`src/rtl/cen_gen_lockseq.sv`:
```
// Fractional clock-enable generator: per-channel phase accumulators emitting carry pulses,
// gated by a PLL-lock qualification FSM that also sequences the core reset.
module cen_gen_lockseq #(
  parameter int unsigned NUM_CH      = 4,
  parameter int unsigned ACC_W       = 16,
  parameter int unsigned LOCK_CYCLES = 1024,
  parameter logic [NUM_CH*ACC_W-1:0] INC_INIT = {16'd16384, 16'd4096, 16'd4096, 16'd1024}
) (
  input  logic              clk,
  input  logic              rst_n,
  input  logic              pll_locked,
  input  logic              cfg_wr,
  input  logic [2:0]        cfg_ch,
  input  logic [ACC_W-1:0]  cfg_inc,
  input  logic              phase_clr,
  input  logic [NUM_CH-1:0] ch_en,
  output logic [NUM_CH-1:0] cen,
  output logic              ready,
  output logic              sys_rst_n
);

  localparam int unsigned CNT_W = $clog2(LOCK_CYCLES);

  typedef enum logic [1:0] {
    WAIT_LOCK = 2'd0,
    STABLE    = 2'd1,
    RUN       = 2'd2
  } state_t;

  state_t            state, state_nxt;
  logic [CNT_W-1:0]  cnt, cnt_nxt;
  logic              sync1, lk_s;
  logic              run_nxt;

  logic [ACC_W-1:0]  acc     [NUM_CH];
  logic [ACC_W-1:0]  acc_nxt [NUM_CH];
  logic [ACC_W-1:0]  inc     [NUM_CH];
  logic [ACC_W-1:0]  inc_nxt [NUM_CH];
  logic [ACC_W:0]    sum     [NUM_CH];
  logic [NUM_CH-1:0] cen_nxt;

  // Two-flop synchroniser for the asynchronous PLL lock
  always_ff @(posedge clk or negedge rst_n) begin
    if (!rst_n) begin
      sync1 <= 1'b0;
      lk_s  <= 1'b0;
    end else begin
      sync1 <= pll_locked;
      lk_s  <= sync1;
    end
  end

  always_ff @(posedge clk or negedge rst_n) begin
    if (!rst_n) begin
      state <= WAIT_LOCK;
      cnt   <= '0;
    end else begin
      state <= state_nxt;
      cnt   <= cnt_nxt;
    end
  end

  // Lock qualification: LOCK_CYCLES consecutive synced-lock cycles before RUN
  always_comb begin
    state_nxt = state;
    cnt_nxt   = cnt;
    case (state)
      WAIT_LOCK: begin
        cnt_nxt = '0;
        if (lk_s) state_nxt = STABLE;
      end
      STABLE: begin
        if (!lk_s) begin
          state_nxt = WAIT_LOCK;
          cnt_nxt   = '0;
        end else if (cnt == CNT_W'(LOCK_CYCLES - 1)) begin
          state_nxt = RUN;
          cnt_nxt   = '0;
        end else begin
          cnt_nxt = cnt + CNT_W'(1);
        end
      end
      RUN: begin
        if (!lk_s) state_nxt = WAIT_LOCK;
      end
      default: state_nxt = WAIT_LOCK;
    endcase
  end

  // Accumulators run only in RUN; anything else (including phase_clr) holds them at zero
  always_comb begin
    run_nxt = (state == RUN) && (state_nxt == RUN);
    cen_nxt = '0;
    for (int i = 0; i < NUM_CH; i++) begin
      sum[i]     = {1'b0, acc[i]} + {1'b0, inc[i]};
      acc_nxt[i] = '0;
      inc_nxt[i] = inc[i];
      if ((state == RUN) && !phase_clr) begin
        acc_nxt[i] = sum[i][ACC_W-1:0];
        cen_nxt[i] = run_nxt && sum[i][ACC_W] && ch_en[i];
      end
      if (cfg_wr && (cfg_ch == 3'(i))) inc_nxt[i] = cfg_inc;
    end
  end

  always_ff @(posedge clk or negedge rst_n) begin
    if (!rst_n) begin
      cen       <= '0;
      ready     <= 1'b0;
      sys_rst_n <= 1'b0;
      for (int i = 0; i < NUM_CH; i++) begin
        acc[i] <= '0;
        inc[i] <= INC_INIT[i*ACC_W +: ACC_W];
      end
    end else begin
      cen       <= cen_nxt;
      ready     <= run_nxt;
      sys_rst_n <= run_nxt;
      for (int i = 0; i < NUM_CH; i++) begin
        acc[i] <= acc_nxt[i];
        inc[i] <= inc_nxt[i];
      end
    end
  end

endmodule

```
`config.mk`:
```
export PLATFORM = sky130hd
export DESIGN_NAME = cen_gen_lockseq
export DESIGN_NICKNAME = d
export VERILOG_FILES = /design/src/rtl/cen_gen_lockseq.sv
export SDC_FILE = /design/constraint.sdc
export NUM_CORES = 1
export LEC_CHECK = 0
export CORE_ASPECT_RATIO = 1.5
export CORE_MARGIN = 5
export CORE_UTILIZATION = 53
export CTS_CLUSTER_DIAMETER = 30
export DETAILED_ROUTE_END_ITERATION = 8
export PLACE_DENSITY = 0.69
export SYNTH_ARGS = -nofsm -noshare
export SYNTH_HDL_FRONTEND = slang
export SYNTH_SLANG_ARGS = --single-unit
```
`constraint.sdc`:
```
create_clock -name clk -period 4.5 [get_ports clk]
set_input_delay 1.35 -clock clk [delete_from_list [all_inputs] [get_ports clk]]
set_output_delay 1.35 -clock clk [all_outputs]
set_load 0.005 [all_outputs]
```
==> impl_results.rst, run 1 <==
.. list-table::
   :header-rows: 1

   * - Metric
     - Value
   * - Final weighted congestion of routability-driven global placement
     - 0.8670
   * - Maximum frequency from static timing analysis
     - 320.9 MHz
   * - Data required time of the worst path
     - 4.79 ns
   * - Startpoint types
     - primary input
   * - Chip height
     - 158.0 µm
   * - Fraction of the yosys area taken by sequential cells
     - 47.62%
   * - Placed Area
     - 0.008333 mm²
   * - Arr. time, crit path
     - 3.41 ns
   * - Chip width
     - 108.6 µm
   * - Number of clock buffers inserted by TritonCTS
     - 17
   * - Ratio of routed vias to standard cells
     - 5.674
   * - Layout overhead on the synthesized area
     - 15.12%
   * - Residual overflow from global routing
     - 0
   * - Number of placement rows
     - 54
   * - Primary FF master, synth
     - sky130_fd_sc_hd__dfrtp_1
   * - Peak supply drop
     - 302.6 µV
   * - Placed cell count
     - 931
   * - Post-Syn Instances
     - 714
   * - Clk_lat worst skew
     - 0.42 ns
   * - Die Outline Area
     - 0.01716 mm²
   * - Number of global-route vias before repair
     - 5812
   * - Root cell of the clock tree
     - sky130_fd_sc_hd__clkbuf_16
   * - Setup Skew
     - 0.01043 ns
   * - Min-Delay Path Class
     - register to register
   * - Number of design rule violations left after detail routing
     - 0
   * - Max capacitance violation total
     - 0
   * - Post-synthesis cell area
     - 0.007735 mm²
   * - Power density over the cells
     - 389.6 mW/mm²
   * - I/O pin count
     - 34
   * - HPWL after detailed placement
     - 11.73 mm
   * - Antenna diodes
     - 0
   * - Final TNS setup
     - 0 ns
   * - Kind of capture point of the worst setup path
     - register
   * - Final count of negative-setup-slack endpoints
     - 0
   * - Number of cells upsized or downsized after cts
     - 0
   * - Nets
     - 851
   * - Synth Net Count
     - 811
   * - Initial antenna violation count
     - 0
   * - Final hold slack
     - 0.3473 ns
   * - Share of the core filled with cells
     - 61.59%
   * - Count of vias placed by the detailed router
     - 5464
   * - Post-CTS Hold Buffers
     - 0
   * - DRT Wirelength
     - 16.76 mm
   * - Floorplan Core Area
     - 0.01446 mm²
   * - Warnings from Yosys
     - 0
   * - Commonest non-fill, non-tap cell in the layout
     - sky130_fd_sc_hd__dfrtp_1
   * - Leakage power
     - 4.166 nW
   * - Ratio of cells with drive above 1 in the final layout
     - 13.69%
   * - RSZ-0062 raised after global routing
     - false
   * - First-pass DRT Iterations
     - 5
   * - Number of standard cells in the layout, taps in and fillers out
     - 963
   * - Reg2Reg Depth
     - 10
   * - Final count of pins violating max slew
     - 0
   * - Total global routing track utilization
     - 21.03%
   * - Post-synth EDFFs
     - 0
   * - CTS clock-pin slew for the worst setup and hold paths
     - 0.06 ns
   * - CTS tree
     - done
   * - Final instance area
     - 0.008905 mm²
   * - FFs w/ async S/R, synth
     - 100.0%
   * - Residual antenna-violating net count after detailed routing
     - 0
   * - Fin worst setup slack
     - 1.384 ns
   * - Final Hold Vio Count
     - 0
   * - Average size of a mapped cell
     - 10.83 µm²
   * - Max H-tree Level
     - 4
   * - Commonest cells after routing, fill and taps aside
     - 143 x sky130_fd_sc_hd__dfrtp_1, 67 x sky130_fd_sc_hd__nor2_1, 65 x sky130_fd_sc_hd__ha_1
   * - Placement-stage worst setup slack
     - 0.8971 ns
   * - Detailed-route wire length per cell
     - 17.41 µm
   * - Wire length of the first global-routing pass
     - 27.76 mm
   * - Buffers on Ports
     - 33
   * - Crit path max fanout
     - 16
   * - Largest buffer count on any clock path
     - 2
   * - Run status
     - finished, final reports clean
   * - Post-synthesis cell type count
     - 52
   * - Slew of the pin with the lowest slew margin
     - 0.9638 ns
   * - Worst hold path cell count
     - 0
   * - Total of flip-flops plus latches after synthesis
     - 147
   * - Path type of the worst setup path
     - primary input to register
   * - PnR Total Power
     - 3.469 mW
   * - Drt first-iter violations
     - 218
   * - # Post-CTS Setup Buffers
     - 0
   * - Final cycle utilization of the critical path
     - 69.24%
   * - Rel. slew slack
     - 35.41%
   * - Starting utilization of the core area
     - 53.50%
   * - Final Critical Period
     - 3.116 ns
   * - Pin count of the biggest net entering global routing
     - 86
   * - TritonCTS Sinks
     - 147
==> path summary, 6_finish.rpt <==
check	from	end	slack, ns
worst max-delay path	cfg_ch[2]	inc[0]$_DFFE_PN0P_	1.38
worst min-delay path	sync1$_DFF_PN0_	lk_s$_DFF_PN0_	0.35
worst max register to register	inc[0]$_DFFE_PN0P_	cen[3]$_DFF_PN0_	1.55
worst min register to register	sync1$_DFF_PN0_	lk_s$_DFF_PN0_	0.35
max in group asynchronous	rst_n	acc[6]$_DFF_PN0_	2.68
min in group asynchronous	rst_n	sync1$_DFF_PN0_	1.01
==> worst max-delay path: stages <==
cell and delay [ns]:
sky130_fd_sc_hd__clkdlybuf4s50_1 0.57, sky130_fd_sc_hd__nand4b_1 0.91, sky130_fd_sc_hd__mux2_2 0.58
==> area by class of cell <==
cell class              count  area, µm²
clock buffers              28      526.8
clock inverters             4      45.04
fillers                  1212       5554
inverters                  25      93.84
multi-input cells         525       3929
flip-flops and latches    147       3684
well taps                 196      245.2
repair buffers             38      381.6
==> cells in the mapped netlist (11+ instances only) <==
library cell | instances | area, µm²
sky130_fd_sc_hd__nor2_1 | 67 | 251.5
sky130_fd_sc_hd__nor3_1 | 18 | 90.09
sky130_fd_sc_hd__nor2b_1 | 11 | 68.82
sky130_fd_sc_hd__xor2_1 | 17 | 148.9
sky130_fd_sc_hd__nand3_1 | 12 | 60.06
sky130_fd_sc_hd__a21oi_1 | 38 | 190.2
sky130_fd_sc_hd__a21o_1 | 18 | 135.1
sky130_fd_sc_hd__clkbuf_1 | 13 | 48.80
sky130_fd_sc_hd__o21ai_0 | 44 | 220.2
sky130_fd_sc_hd__mux2_2 | 61 | 686.9
sky130_fd_sc_hd__a211oi_1 | 14 | 105.1
sky130_fd_sc_hd__dfrtp_1 | 143 | 3578
sky130_fd_sc_hd__inv_1 | 25 | 93.84
sky130_fd_sc_hd__ha_1 | 65 | 813.3
sky130_fd_sc_hd__nand2_1 | 45 | 168.9
sky130_fd_sc_hd__xnor2_1 | 23 | 201.4
sky130_fd_sc_hd__o21a_1 | 12 | 90.09
==> routing by layer <==
layer  wire length (µm)  part of all wire (%)  vias to the layer above  GRT usage, %
li1                   -                     -                     2633             -
met4                259                   1.5                        0         8.002
met5                  0                     0                        -             0
met2               9127                    54                       90         38.73
met3                575                   3.4                       18         3.998
met1               6800                    41                     2723         23.82
==> sequential cells by signal (all words and copies together) (netlist names) <==
register   flops
sys_rst_n      1
cen            4
inc           64
lk_s           1
state          2
cnt           10
acc           64
sync1          1
==> cell families after synthesis <==
family                     after synthesis  synth area share (%)
and+or+nand+nor                        191                 11.66
AOI/OAI and AO/OA                      161                 13.28
DFF                                    147                 47.62
adders and majority gates               69                 11.55
muxes                                   64                 9.269
buffers and inverters                   42                 2.087
xor gates and xnor gates                40                 4.529
==> power breakdown <==
part           switching, mW  internal (mW)
sequential            0.0775           1.46
combinational          0.294          0.281
clock                  0.512          0.847
No activity file was read; power rests on OpenSTA's default activity.
==> run 2: changes to the inputs <==
clock period = 2.95 ns   (was 4.5 ns; I/O delays follow)
==> impl_results.rst, run 2 (synthesized netlist as in run 1, its figures left out) <==
.. list-table::
   :header-rows: 1

   * - Metric
     - Value
   * - HPWL after detailed placement
     - 12.03 mm (+2.5%)
   * - Startpoint types
     - register
   * - GR Layer Usage met1
     - 25.24% (+1.4 points)
   * - Residual antenna-violating net count after detailed routing
     - 0 (unchanged)
   * - Largest registers
     - acc x64, inc x64, cnt x10
   * - Initial antenna violation count
     - 0 (unchanged)
   * - Area of the multi-input gates
     - 0.003929 mm² (unchanged)
   * - Global-route track usage on met2
     - 38.20% (-0.53 points)
   * - Power density over the cells
     - 595.5 mW/mm² (+53%)
   * - I/O pin count
     - 34 (unchanged)
   * - Final weighted congestion of routability-driven global placement
     - 0.9071 (+4.6%)
   * - Maximum frequency from static timing analysis
     - 383.7 MHz
   * - Final TNS setup
     - 0 ns (unchanged)
   * - Final count of negative-setup-slack endpoints
     - 0 (unchanged)
   * - Number of placement rows
     - 54 (unchanged)
   * - Register cell area after layout
     - 0.003684 mm² (unchanged)
   * - Number of global-route vias before repair
     - 6025 (+3.7%)
   * - Final cycle utilization of the critical path
     - 88.34%
   * - Floorplan Core Area
     - 0.01446 mm² (unchanged)
   * - Chip height
     - 158.0 µm (unchanged)
   * - Arr. time, crit path
     - 2.93 ns (-0.48 ns)
   * - RSZ-0062 raised after global routing
     - false
   * - Rel. slew slack
     - 53.17% (+18 points)
   * - CTS clock-pin slew for the worst setup and hold paths
     - 0.06 ns (about the same)
   * - DRT Wirelength
     - 16.77 mm (about the same)
   * - Fill cells
     - 1181 (-2.6%)
   * - Fin worst setup slack
     - 0.3440 ns (-1.040 ns)
   * - Setup Skew
     - 0.007023 ns (-0.003408 ns)
   * - Commonest non-fill, non-tap cell in the layout
     - sky130_fd_sc_hd__dfrtp_1
   * - Path type of the worst setup path
     - register to register
   * - Antenna diodes
     - 0 (unchanged)
   * - Largest buffer count on any clock path
     - 2 (unchanged)
   * - Post-CTS Hold Buffers
     - 0 (unchanged)
   * - Commonest cells after routing, fill and taps aside
     - 143 x sky130_fd_sc_hd__dfrtp_1, 67 x sky130_fd_sc_hd__nor2_1, 65 x sky130_fd_sc_hd__ha_1
   * - Placement-stage worst setup slack
     - 0.3763 ns (-0.5208 ns)
   * - Chip width
     - 108.6 µm (unchanged)
   * - Leakage power
     - 4.171 nW (+0.12%)
   * - Peak supply drop
     - 453.1 µV (+50%)
   * - Die Outline Area
     - 0.01716 mm² (unchanged)
   * - Kind of capture point of the worst setup path
     - register
   * - Number of design rule violations left after detail routing
     - 0 (unchanged)
   * - Final Hold Vio Count
     - 0 (unchanged)
   * - Final Critical Period
     - 2.606 ns
   * - Root cell of the clock tree
     - sky130_fd_sc_hd__clkbuf_16
   * - Max H-tree Level
     - 4 (unchanged)
   * - Max capacitance violation total
     - 0 (unchanged)
   * - Wire length of the first global-routing pass
     - 28.85 mm (+3.9%)
   * - GRT met3 Usage
     - 4.243% (+0.24 points)
   * - Number of clock buffers inserted by TritonCTS
     - 17 (unchanged)
   * - Buffers on Ports
     - 33 (unchanged)
   * - Crit path max fanout
     - 4 (-12)
   * - Layout overhead on the synthesized area
     - 15.79%
   * - Ratio of routed vias to standard cells
     - 5.651 (-0.41%)
   * - Final count of pins violating max slew
     - 0 (unchanged)
   * - CTS tree
     - done
   * - Final instance area
     - 0.008956 mm² (+0.58%)
   * - Final hold slack
     - 0.3471 ns (-0.0002300 ns)
   * - Residual overflow from global routing
     - 0 (unchanged)
   * - # Post-CTS Setup Buffers
     - 0 (unchanged)
   * - TritonCTS Sinks
     - 147 (unchanged)
   * - Placed Area
     - 0.008381 mm² (+0.57%)
   * - Drt first-iter violations
     - 150 (-31%)
   * - Clk_lat worst skew
     - 0.42 ns (about the same)
   * - Detailed-route wire length per cell
     - 17.38 µm (-0.17%)
   * - Busiest layer in global routing
     - met2
   * - Run status
     - finished, final reports clean
   * - Min-Delay Path Class
     - register to register
   * - First-pass DRT Iterations
     - 4 (-1)
   * - Data required time of the worst path
     - 3.28 ns (-1.51 ns)
   * - Nets
     - 854 (+0.35%)
   * - Total global routing track utilization
     - 21.51% (+0.47 points)
   * - Number of cells upsized or downsized after cts
     - 0 (unchanged)
   * - Count of vias placed by the detailed router
     - 5453 (-0.20%)
   * - Starting utilization of the core area
     - 53.50% (unchanged)
   * - Ratio of cells with drive above 1 in the final layout
     - 14.43% (+0.74 points)
   * - Slew of the pin with the lowest slew margin
     - 0.6971 ns (-0.2667 ns)
   * - Pin count of the biggest net entering global routing
     - 57 (-34%)
==> run 2: metal layers <==
metal / vias to the layer above / part of all wire [%]
li1: 2637 / -
met1: 2688 / 41
met2: 95 / 54
met3: 33 / 3.3
met4: 0 / 2.3
met5: - / 0
==> run 2: path summary, 6_finish.rpt <==
path,start,endpoint,slack [ns],cells after the start
min in group asynchronous,rst_n,sync1$_DFF_PN0_,0.41,1
max in group asynchronous,rst_n,inc[28]$_DFFE_PN1P_,1.84,2
worst max register to register,inc[0]$_DFFE_PN0P_,cen[3]$_DFF_PN0_,0.34,10
worst min register to register,sync1$_DFF_PN0_,lk_s$_DFF_PN0_,0.35,0
worst max-delay path,inc[0]$_DFFE_PN0P_,cen[3]$_DFF_PN0_,0.34,10
worst min-delay path,sync1$_DFF_PN0_,lk_s$_DFF_PN0_,0.35,0
==> run 2: layout make-up <==
class,count,area share (%)
Multi-Input combinational cell,525,43.87
Sequential cell,147,41.13
Clock buffer,19,4.946
Timing Repair Buffer,41,4.792
Tap cell,196,2.738
Clock inverter,12,1.481
Inverter,25,1.048
==> run 2: critical path: stages (launching register included) <==
cell and delay [ns]:
sky130_fd_sc_hd__dfrtp_1 0.35, sky130_fd_sc_hd__ha_1 0.16, sky130_fd_sc_hd__inv_1 0.05, sky130_fd_sc_hd__fa_1 0.37
sky130_fd_sc_hd__nor2b_1 0.27, sky130_fd_sc_hd__o31ai_1 0.16, sky130_fd_sc_hd__a211oi_1 0.31, sky130_fd_sc_hd__o21ai_0 0.18
sky130_fd_sc_hd__a21oi_1 0.27, sky130_fd_sc_hd__o2111ai_1 0.14, sky130_fd_sc_hd__a211oi_1 0.25
==> run 2: stage by stage <==
step                utilization [%]  std cells  total power, mW
finish                        61.94        965            5.333
global route                  61.94        965            5.604
CTS                           61.94        965            5.387
detailed placement            57.96        934            3.260
global placement              57.96        934            3.211
floorplan                         -        714            2.985
==> run 2: power breakdown <==
| part | internal, mW | switching, mW | total (mW) |
|---|---|---|---|
| sequential | 2.22 | 0.124 | 2.35 |
| clock | 1.26 | 0.842 | 2.10 |
| combinational | 0.431 | 0.451 | 0.882 |
